## config.mk

```make
export PLATFORM = sky130hd
export DESIGN_NAME = store_buffer
export DESIGN_NICKNAME = d
export VERILOG_FILES = /design/src/rtl/store_buffer_pkg.sv /design/src/rtl/store_fifo.sv /design/src/rtl/store_buffer.sv
export SDC_FILE = /design/constraint.sdc
export NUM_CORES = 1
export LEC_CHECK = 0
export CORE_UTILIZATION = 30
export CTS_BUF_LIST = sky130_fd_sc_hd__clkbuf_8
export DETAILED_ROUTE_END_ITERATION = 10
export SYNTH_ARGS = -nofsm -noshare
export SYNTH_HDL_FRONTEND = slang
export SYNTH_SLANG_ARGS = --single-unit
```

## constraint.sdc

```tcl
create_clock -name clk -period 4.8 [get_ports clk]
set_input_delay 1.2 -clock clk [delete_from_list [all_inputs] [get_ports clk]]
set_output_delay 1.2 -clock clk [all_outputs]
set_load 0.05 [all_outputs]
```

## src/rtl/store_buffer_pkg.sv

```systemverilog
// Shared definitions for the store buffer: data types, size codes, the
// pointer reset value, the drain FSM state type and the size decoder.
package store_buffer_pkg;

  typedef logic [31:0] addr_t;
  typedef logic [31:0] word_t;
  typedef logic [7:0]  byte_t;
  typedef logic [2:0]  nbytes_t;

  // st_size encodings; 2'd3 also decodes as a word store.
  localparam logic [1:0] SIZE_B = 2'd0;
  localparam logic [1:0] SIZE_H = 2'd1;
  localparam logic [1:0] SIZE_W = 2'd2;

  // Reset value for the read/write pointers.
  localparam int NULL_PTR = 0;

  typedef enum logic {
    IDLE  = 1'b0,
    WRITE = 1'b1
  } drain_state_t;

  function automatic nbytes_t size_to_nbytes(input logic [1:0] size);
    case (size)
      SIZE_B:  return 3'd1;
      SIZE_H:  return 3'd2;
      default: return 3'd4;
    endcase
  endfunction

endpackage

```

## src/rtl/store_fifo.sv

```systemverilog
// Entry storage for the store buffer: a circular queue of {addr, data, nbytes}
// with wrapping pointers, an occupancy count and a per-slot occupied flag.
// Ports:
//   clk, rst          clock, asynchronous active-low reset
//   push, pop         enqueue at tail / dequeue head (caller guarantees legality)
//   push_*            entry fields written on push
//   head_*            fields of the oldest entry
//   count             number of occupied entries (0..DEPTH)
//   occupied          one flag per slot, set while the slot holds an entry
//   entry_word        addr[31:2] of every slot, for the hazard compare
module store_fifo
  import store_buffer_pkg::*;
#(
  parameter int DEPTH     = 4,
  parameter int PTR_WIDTH = 2
) (
  input  logic                       clk,
  input  logic                       rst,
  input  logic                       push,
  input  logic                       pop,
  input  logic [31:0]                push_addr,
  input  logic [31:0]                push_data,
  input  logic [2:0]                 push_nbytes,
  output logic [31:0]                head_addr,
  output logic [31:0]                head_data,
  output logic [2:0]                 head_nbytes,
  output logic [PTR_WIDTH:0]         count,
  output logic [DEPTH-1:0]           occupied,
  output logic [DEPTH-1:0][29:0]     entry_word
);

  addr_t   addr_mem   [DEPTH];
  word_t   data_mem   [DEPTH];
  nbytes_t nbytes_mem [DEPTH];

  logic [PTR_WIDTH-1:0] wr_ptr;
  logic [PTR_WIDTH-1:0] rd_ptr;

  assign head_addr   = addr_mem[rd_ptr];
  assign head_data   = data_mem[rd_ptr];
  assign head_nbytes = nbytes_mem[rd_ptr];

  always_comb begin
    for (int i = 0; i < DEPTH; i++) begin
      entry_word[i] = addr_mem[i][31:2];
    end
  end

  // Push is refused when full and pop needs a non-empty queue, so a push and
  // a pop on the same edge never target the same slot.
  always_ff @(posedge clk or negedge rst) begin
    if (!rst) begin
      wr_ptr   <= PTR_WIDTH'(NULL_PTR);
      rd_ptr   <= PTR_WIDTH'(NULL_PTR);
      count    <= '0;
      occupied <= '0;
      for (int i = 0; i < DEPTH; i++) begin
        addr_mem[i]   <= '0;
        data_mem[i]   <= '0;
        nbytes_mem[i] <= '0;
      end
    end else begin
      if (push) begin
        addr_mem[wr_ptr]   <= push_addr;
        data_mem[wr_ptr]   <= push_data;
        nbytes_mem[wr_ptr] <= push_nbytes;
        occupied[wr_ptr]   <= 1'b1;
        wr_ptr             <= wr_ptr + PTR_WIDTH'(1);
      end
      if (pop) begin
        occupied[rd_ptr] <= 1'b0;
        rd_ptr           <= rd_ptr + PTR_WIDTH'(1);
      end
      if (push && !pop) begin
        count <= count + (PTR_WIDTH+1)'(1);
      end else if (pop && !push) begin
        count <= count - (PTR_WIDTH+1)'(1);
      end
    end
  end

endmodule

```

## src/rtl/store_buffer.sv

```systemverilog
// Store buffer: queues stores from the load/store unit and drains them one
// byte per cycle through a shared byte memory port, with a word-granular
// load hazard check against every pending store.
// Handshake: a store is pushed on a rising edge where st_valid and st_ready
// are both high; st_ready never depends on st_valid.
// Ports:
//   clk, rst                clock, asynchronous active-low reset
//   rdy                     global enable, low freezes all state
//   st_valid/st_ready       store request handshake
//   st_addr/st_data/st_size store byte address, data (LSB at addr), size code
//   chk_addr/chk_hit        load address and combinational overlap flag
//   empty                   nothing queued and nothing in flight
//   mem_req/mem_gnt         arbiter request/grant for the byte memory port
//   data_out/r_nw_out/addr_out  registered byte memory port
//   drain_state             current drain FSM state (0 = IDLE, 1 = WRITE)
module store_buffer
  import store_buffer_pkg::*;
#(
  parameter int DEPTH     = 4,
  parameter int PTR_WIDTH = 2
) (
  input  logic        clk,
  input  logic        rst,
  input  logic        rdy,
  input  logic        st_valid,
  output logic        st_ready,
  input  logic [31:0] st_addr,
  input  logic [31:0] st_data,
  input  logic [1:0]  st_size,
  input  logic [31:0] chk_addr,
  output logic        chk_hit,
  output logic        empty,
  output logic        mem_req,
  input  logic        mem_gnt,
  output logic [7:0]  data_out,
  output logic        r_nw_out,
  output logic [31:0] addr_out,
  output logic        drain_state
);

  localparam logic [PTR_WIDTH:0] DEPTH_CNT = (PTR_WIDTH+1)'(DEPTH);

  drain_state_t state;
  logic [1:0]   cnt;

  logic                   push;
  logic                   pop;
  logic                   last_byte;
  logic [31:0]            head_addr;
  logic [31:0]            head_data;
  logic [2:0]             head_nbytes;
  logic [PTR_WIDTH:0]     count;
  logic [DEPTH-1:0]       occupied;
  logic [DEPTH-1:0][29:0] entry_word;

  // The hazard check is word granular; the byte offset is deliberately ignored.
  logic unused_chk_bits;
  assign unused_chk_bits = ^chk_addr[1:0];

  // Gated by rst so the buffer reads as not-ready while held in reset.
  assign st_ready = rst & rdy & (count < DEPTH_CNT);
  assign push     = st_valid & st_ready;

  assign last_byte = ({1'b0, cnt} == (head_nbytes - 3'd1));
  assign pop       = rdy & (state == WRITE) & last_byte;

  assign mem_req     = (state == WRITE) | (count != '0);
  assign empty       = (count == '0) & (state == IDLE);
  assign drain_state = state;

  store_fifo #(
    .DEPTH     (DEPTH),
    .PTR_WIDTH (PTR_WIDTH)
  ) u_fifo (
    .clk         (clk),
    .rst         (rst),
    .push        (push),
    .pop         (pop),
    .push_addr   (st_addr),
    .push_data   (st_data),
    .push_nbytes (size_to_nbytes(st_size)),
    .head_addr   (head_addr),
    .head_data   (head_data),
    .head_nbytes (head_nbytes),
    .count       (count),
    .occupied    (occupied),
    .entry_word  (entry_word)
  );

  // The head stays in the queue until its last byte goes out, so the entry
  // in flight is still covered by the occupied flags.
  always_comb begin
    chk_hit = 1'b0;
    for (int i = 0; i < DEPTH; i++) begin
      if (occupied[i] && (entry_word[i] == chk_addr[31:2])) begin
        chk_hit = 1'b1;
      end
    end
  end

  // Each WRITE edge registers one byte; the grant edge only enters WRITE, so
  // the port shows idle values for at least one cycle between entries.
  always_ff @(posedge clk or negedge rst) begin
    if (!rst) begin
      state    <= IDLE;
      cnt      <= 2'd0;
      r_nw_out <= 1'b1;
      addr_out <= '0;
      data_out <= '0;
    end else if (rdy) begin
      case (state)
        IDLE: begin
          r_nw_out <= 1'b1;
          addr_out <= '0;
          data_out <= '0;
          if ((count != '0) && mem_gnt) begin
            state <= WRITE;
            cnt   <= 2'd0;
          end
        end
        WRITE: begin
          r_nw_out <= 1'b0;
          addr_out <= head_addr + {30'd0, cnt};
          data_out <= head_data[{cnt, 3'b000} +: 8];
          cnt      <= cnt + 2'd1;
          if (last_byte) begin
            state <= IDLE;
          end
        end
        default: begin
          state <= IDLE;
        end
      endcase
    end
  end

endmodule

```

# Word-level counts from Yosys, hierarchy flattened
# Cells that the tools add are included.
# op_classes
bitwise,13
magnitude_cmp,8
n_mux,37
shift,1
n_addsub,7
n_eq_ne,7
reduce_logical,17
# op_table
cell,n
128-bit bitwise mux,2
32-bit 2-to-1 mux,5
32-bit binary-select mux with 2-bit select,2
30-bit == test,4
32-bit demux with 2-bit select,1
32-bit case mux with 2 select lines,1
32-bit by 2-bit adder with 32-bit output,1
32-bit by 6-bit variable part select with 8-bit output,1
8-bit case mux with 2 select lines,1
3-bit 2-to-1 mux,5
12-bit bitwise mux,1
1-bit logical AND,10
1-bit 2-to-1 mux,8
4-bit 2-to-1 mux,2
2-bit by 1-bit adder with 2-bit output (second input constant),3
1-bit bitwise AND,6
3-bit binary-select mux with 2-bit select,1
3-bit demux with 2-bit select,1
3-bit >= comparator (second input constant),2
2-bit by 3-bit less-than comparator with 1-bit output (second input constant),2
2-bit NOT with 3-bit output,2
3-bit case mux with 2 select lines,1
3-bit by 1-bit subtractor with 3-bit output (second input constant),2
4-bit bitwise AND,1
other kinds (21),25
# totals
output_inout_bits,46
ff_bits,323
wordCells,111
inputBits,103

# Longest topological paths before layout
# depth
depth_word,10
depth_mapped,16
depth_no_buf,12

# Hierarchy
# Synthesis repeated with hierarchy kept, for this count alone.
# unflattened
cells_unflattened,1261
area_unflattened_um2,16977.5
# modules_own_cells
module,area_each_um2,n_inst,cells_each,seq_area_each_um2
store_fifo,13055.0,1,819,6981.7
store_buffer,3922.5,1,442,1102.3

# Least setup slack after synthesis
# OpenSTA, ideal clock, no wires.
# synth_timing
path_kind,input port to output port
startpoint,in chk_addr[14]
endpoint,out chk_hit
required_time_ns,3.600
path_buffers,1
arrival_time_ns,2.427
path_stages,6
path_slack_ns,1.173
path_cell_list,clkbuf_1 -> xnor2_1 -> nand4_1 -> nor4_1 -> nand4_1 -> nand4_1
# synth_between
elab_chain_cells,6
elab_cells_between_ends,12
cone_classes,4 x eq/ne; 4 x mux; 4 x reduce/logical
# synth_rtl
item,line_no,rtl
from (decl),store_buffer.sv:30,"input logic [31:0] chk_addr,"
30-bit == test,store_buffer.sv:95,if (occupied[i] && (entry_word[i] == chk_addr[31:2])) begin
1-bit logical AND,store_buffer.sv:95,
1-bit 2-to-1 mux (3 in a row),store_buffer.sv:95,
1-bit 2-to-1 mux *,store_buffer.sv:95,
to (decl),store_buffer.sv:31,"output logic chk_hit,"
# Mark *: on every way between the ends. The rest lies on a longest branch, timed or not.

# Worst setup path after layout
# layout_timing
startpoint,in chk_addr[2]
endpoint,out chk_hit
# The elaborated chain is that of the path after synthesis.

==> results.sh <==
export IMPL_status="complete, but fails checks"
export IMPL_violations="DRC"
export IMPL_synth_distinct_cells=55
export IMPL_hold_depth=2
export IMPL_root_buffer="clkbuf_8"
export IMPL_grt_pass1_vias=10600
export IMPL_rsz0062_at_grt="no"
export IMPL_crit_fanout=4
export IMPL_synthToLayoutAreaGrowth_pct=20.9
export IMPL_min_to="u_fifo.nbytes_mem[7]"
export IMPL_placed_area_mm2=0.0184
export IMPL_core_mm2=0.0529
export IMPL_crit_required_ns=3.60
export IMPL_grt_pass1_wl_mm=66.6
export IMPL_p_leak_uw=0.00849
export IMPL_regArea_mm2=0.00809
export IMPL_setup_viol=0
export IMPL_min_delay_start="u_fifo.nbytes_mem[7]"
export IMPL_synth_ff_type="dfrtp_1"
export IMPL_crit_chain="clkdlybuf4s50_1 > xnor2_1 > nand4_1 > nor4_1 > nand4_1 > nand4_1 > buf_12"
export IMPL_remaining_drc_errors=14
export IMPL_synthCells=1146
export IMPL_multiInputGateArea_mm2=0.00770
export IMPL_htreeDepth=2
export IMPL_max_slew_margin_pct=37.7
export IMPL_synth_fp_nets=1263
export IMPL_clockBufferDepth=3
export IMPL_power_density_mw_per_mm2=656
export IMPL_critPathLaunchType="input pin"
export IMPL_synth_fa_ha_area_share_pct=1.18
export IMPL_die_h_um=234
export IMPL_critPathMaxStageDelay_ns=0.52
export IMPL_arrival_ns=3.20
export IMPL_grt_overflow_total=0
export IMPL_fin_tns_setup_ns=0
export IMPL_post_route_min_period_ns=4.40
export IMPL_fillerInstances=4992
export IMPL_drtIter0Drc=600
export IMPL_antenna_found_initial=11
export IMPL_cp_common_cell="nand4_1"
export IMPL_crit_family="simple AND/OR/NAND/NOR gates"
export IMPL_maxCapViolCount=0
export IMPL_vias=10100
export IMPL_async_flop_share_pct=100
export IMPL_post_route_period_util_pct=91.8
export IMPL_path_buf_inv=2
export IMPL_postCtsHoldBufs=0
export IMPL_drive_gt1_share_pct=32.7
export IMPL_totalWireLength_mm=43.5
export IMPL_final_common_cell="dfrtp_1"
export IMPL_r2r_cells=11
export IMPL_place_congestion=0.863
export IMPL_die_area_mm2=0.0548
export IMPL_ys_seq_area_share_pct=50.0
export IMPL_cts_tree="done"
export IMPL_r2r_end="u_fifo.count[1]"
export IMPL_timing_fmax_ghz=0.227
export IMPL_hp_class="reg2reg"
export IMPL_first_pass_iters=7
export IMPL_synth_xor_area_share_pct=7.59
export IMPL_p_total_uw=12800
export IMPL_ys_ff_latch=323
export IMPL_rows=84
export IMPL_io_buffers=146
export IMPL_synth_edff_count=0
export IMPL_clock_skew_ns=0.0309
export IMPL_clock_sinks=323
export IMPL_place_hpwl_mm=30.5
export IMPL_final_cell_mix="dfrtp_1, mux2_2, clkdlybuf4s50_1, xnor2_1, clkbuf_8"
export IMPL_initial_core_util_pct=30.6
export IMPL_layout_nets=1408
export IMPL_syn_area_mm2=0.0162
export IMPL_drtAntennaViolNets=0
export IMPL_worstSkewPairLatency_ns=0.61
export IMPL_yosys_area_share_simple_pct=5.77
export IMPL_grt_start_max_net_pins=151
export IMPL_tightest_slew_ns=0.935
export IMPL_die_w_um=234
export IMPL_wl_per_cell_um=21.4
export IMPL_yosys_warnings=0
export IMPL_drv_slew=0
export IMPL_muxShareOfSynthArea_pct=29.2
export IMPL_cts_buffers=54
export IMPL_post_cts_buffers=0
export IMPL_clk_pin_slew_ns=0.06
export IMPL_worst_setup_path_type="in2out"
export IMPL_startpoint="chk_addr[2]"
export IMPL_vias_per_cell=5.00
export IMPL_cts_resized=0
export IMPL_r2r_start="u_fifo.rd_ptr[0]"
export IMPL_avgSynthCellArea_um2=14.1
export IMPL_hold_viol_final=0
export IMPL_reg2reg_slack_ns=1.34
export IMPL_synth_compound_area_share_pct=3.72
export IMPL_max_vdd_ir_drop_mv=0.219
export IMPL_synth_top_family_by_area="multiplexers"
export IMPL_fin_area_mm2=0.0196
export IMPL_grt_total_usage_pct=16.1
export IMPL_endpoint_kind="primary output"
export IMPL_cp_slowest_cell="clkdlybuf4s50_1"
export IMPL_ioPinCount=149
layer usage:
layer	share of wire, %	GRT usage (%)	vias up
met3	7.5	4.15	79
met2	47	25.5	248
met5	0.15	0	-
met1	43	21.7	5241
li1	-	-	4566
met4	2.2	5.01	12
state kept, by name (all words and copies together), names as in the netlist, 3 cells and up:
signal,count
u_fifo.data_mem,128
u_fifo.occupied,4
u_fifo.count,3
u_fifo.addr_mem,8
data_out,8
u_fifo.entry_word,120
u_fifo.nbytes_mem,12
addr_out,32
report_power, final:
group | switching (uW) | internal [uW]
registers | 945 | 3980
clock network | 1130 | 1410
logic | 2590 | 2760
total | 4670 | 8150
worst max path at each step:
stage                         end  cells after the start
after floorplan           chk_hit                      6
after global placement    chk_hit                      7
after detailed placement  chk_hit                      7
after CTS                 chk_hit                      7
after global routing      chk_hit                      7
final                     chk_hit                      7
cells in the mapped netlist, drive strengths merged (2+ instances only):
library cell | number | share of area (%)
a221o | 11 | 0.68
a31oi | 7 | 0.27
a32oi | 2 | 0.11
and2 | 4 | 0.15
nor3 | 5 | 0.22
nand3 | 5 | 0.19
and3b | 2 | 0.11
mux2 | 261 | 18
nand4 | 32 | 1.3
dfrtp | 322 | 50
clkbuf | 29 | 0.67
buf | 47 | 1.6
a21oi | 11 | 0.34
nor2 | 26 | 0.62
mux4 | 75 | 11
a31o | 2 | 0.11
inv | 13 | 0.30
a22o | 21 | 1.1
nand2 | 41 | 0.95
a211o | 2 | 0.11
xor2 | 54 | 2.9
ha | 12 | 0.93
nor3b | 5 | 0.23
o21ai | 13 | 0.40
xnor2 | 86 | 4.7
a21o | 2 | 0.093
nor4 | 23 | 1.1
and4 | 4 | 0.22
o211ai | 4 | 0.19
fa | 2 | 0.25
and3 | 9 | 0.35
nand2b | 2 | 0.077
final cells by class:
type                       count  share of cell area, %
inverter                      13                  0.250
multi-input combinational    734                   39.4
timing repair buffer         165                   8.60
antenna                        6                 0.0768
tap                          688                   4.40
sequential                   323                   41.4
clock inverter                27                  0.787
clock buffer                  73                   5.14
stage by stage:
step	hold slack, ns	util, %	cells	setup WS, ns
2_1_floorplan	0.445	-	1146	1.17
3_3_place_gp	0.456	34.8	1923	0.406
3_5_place_dp	0.474	34.8	1923	0.405
4_1_cts	0.488	37.0	2023	0.385
5_1_grt	0.504	37.0	2027	0.276
6_report	0.481	37.0	2029	0.396
logic make-up (layout without fill, tap and decap cells):
| family | after synthesis | in the layout |
|---|---|---|
| adders and majority gates | 14 | 14 |
| AOI/OAI and AO/OA | 80 | 80 |
| muxes | 336 | 336 |
| other | 0 | 6 |
| xor gates and xnor gates | 140 | 140 |
| buffers and inverters | 89 | 278 |
| DFF | 323 | 323 |
| and+or+nand+nor | 164 | 164 |
tightest hold or removal path: cells and delay by family (launching register included):
kind	cells	cell delay (ns)
simple gates	1	0.05
compound gates	1	0.06
flops	1	0.34
Power figures use the tool's default switching activity.
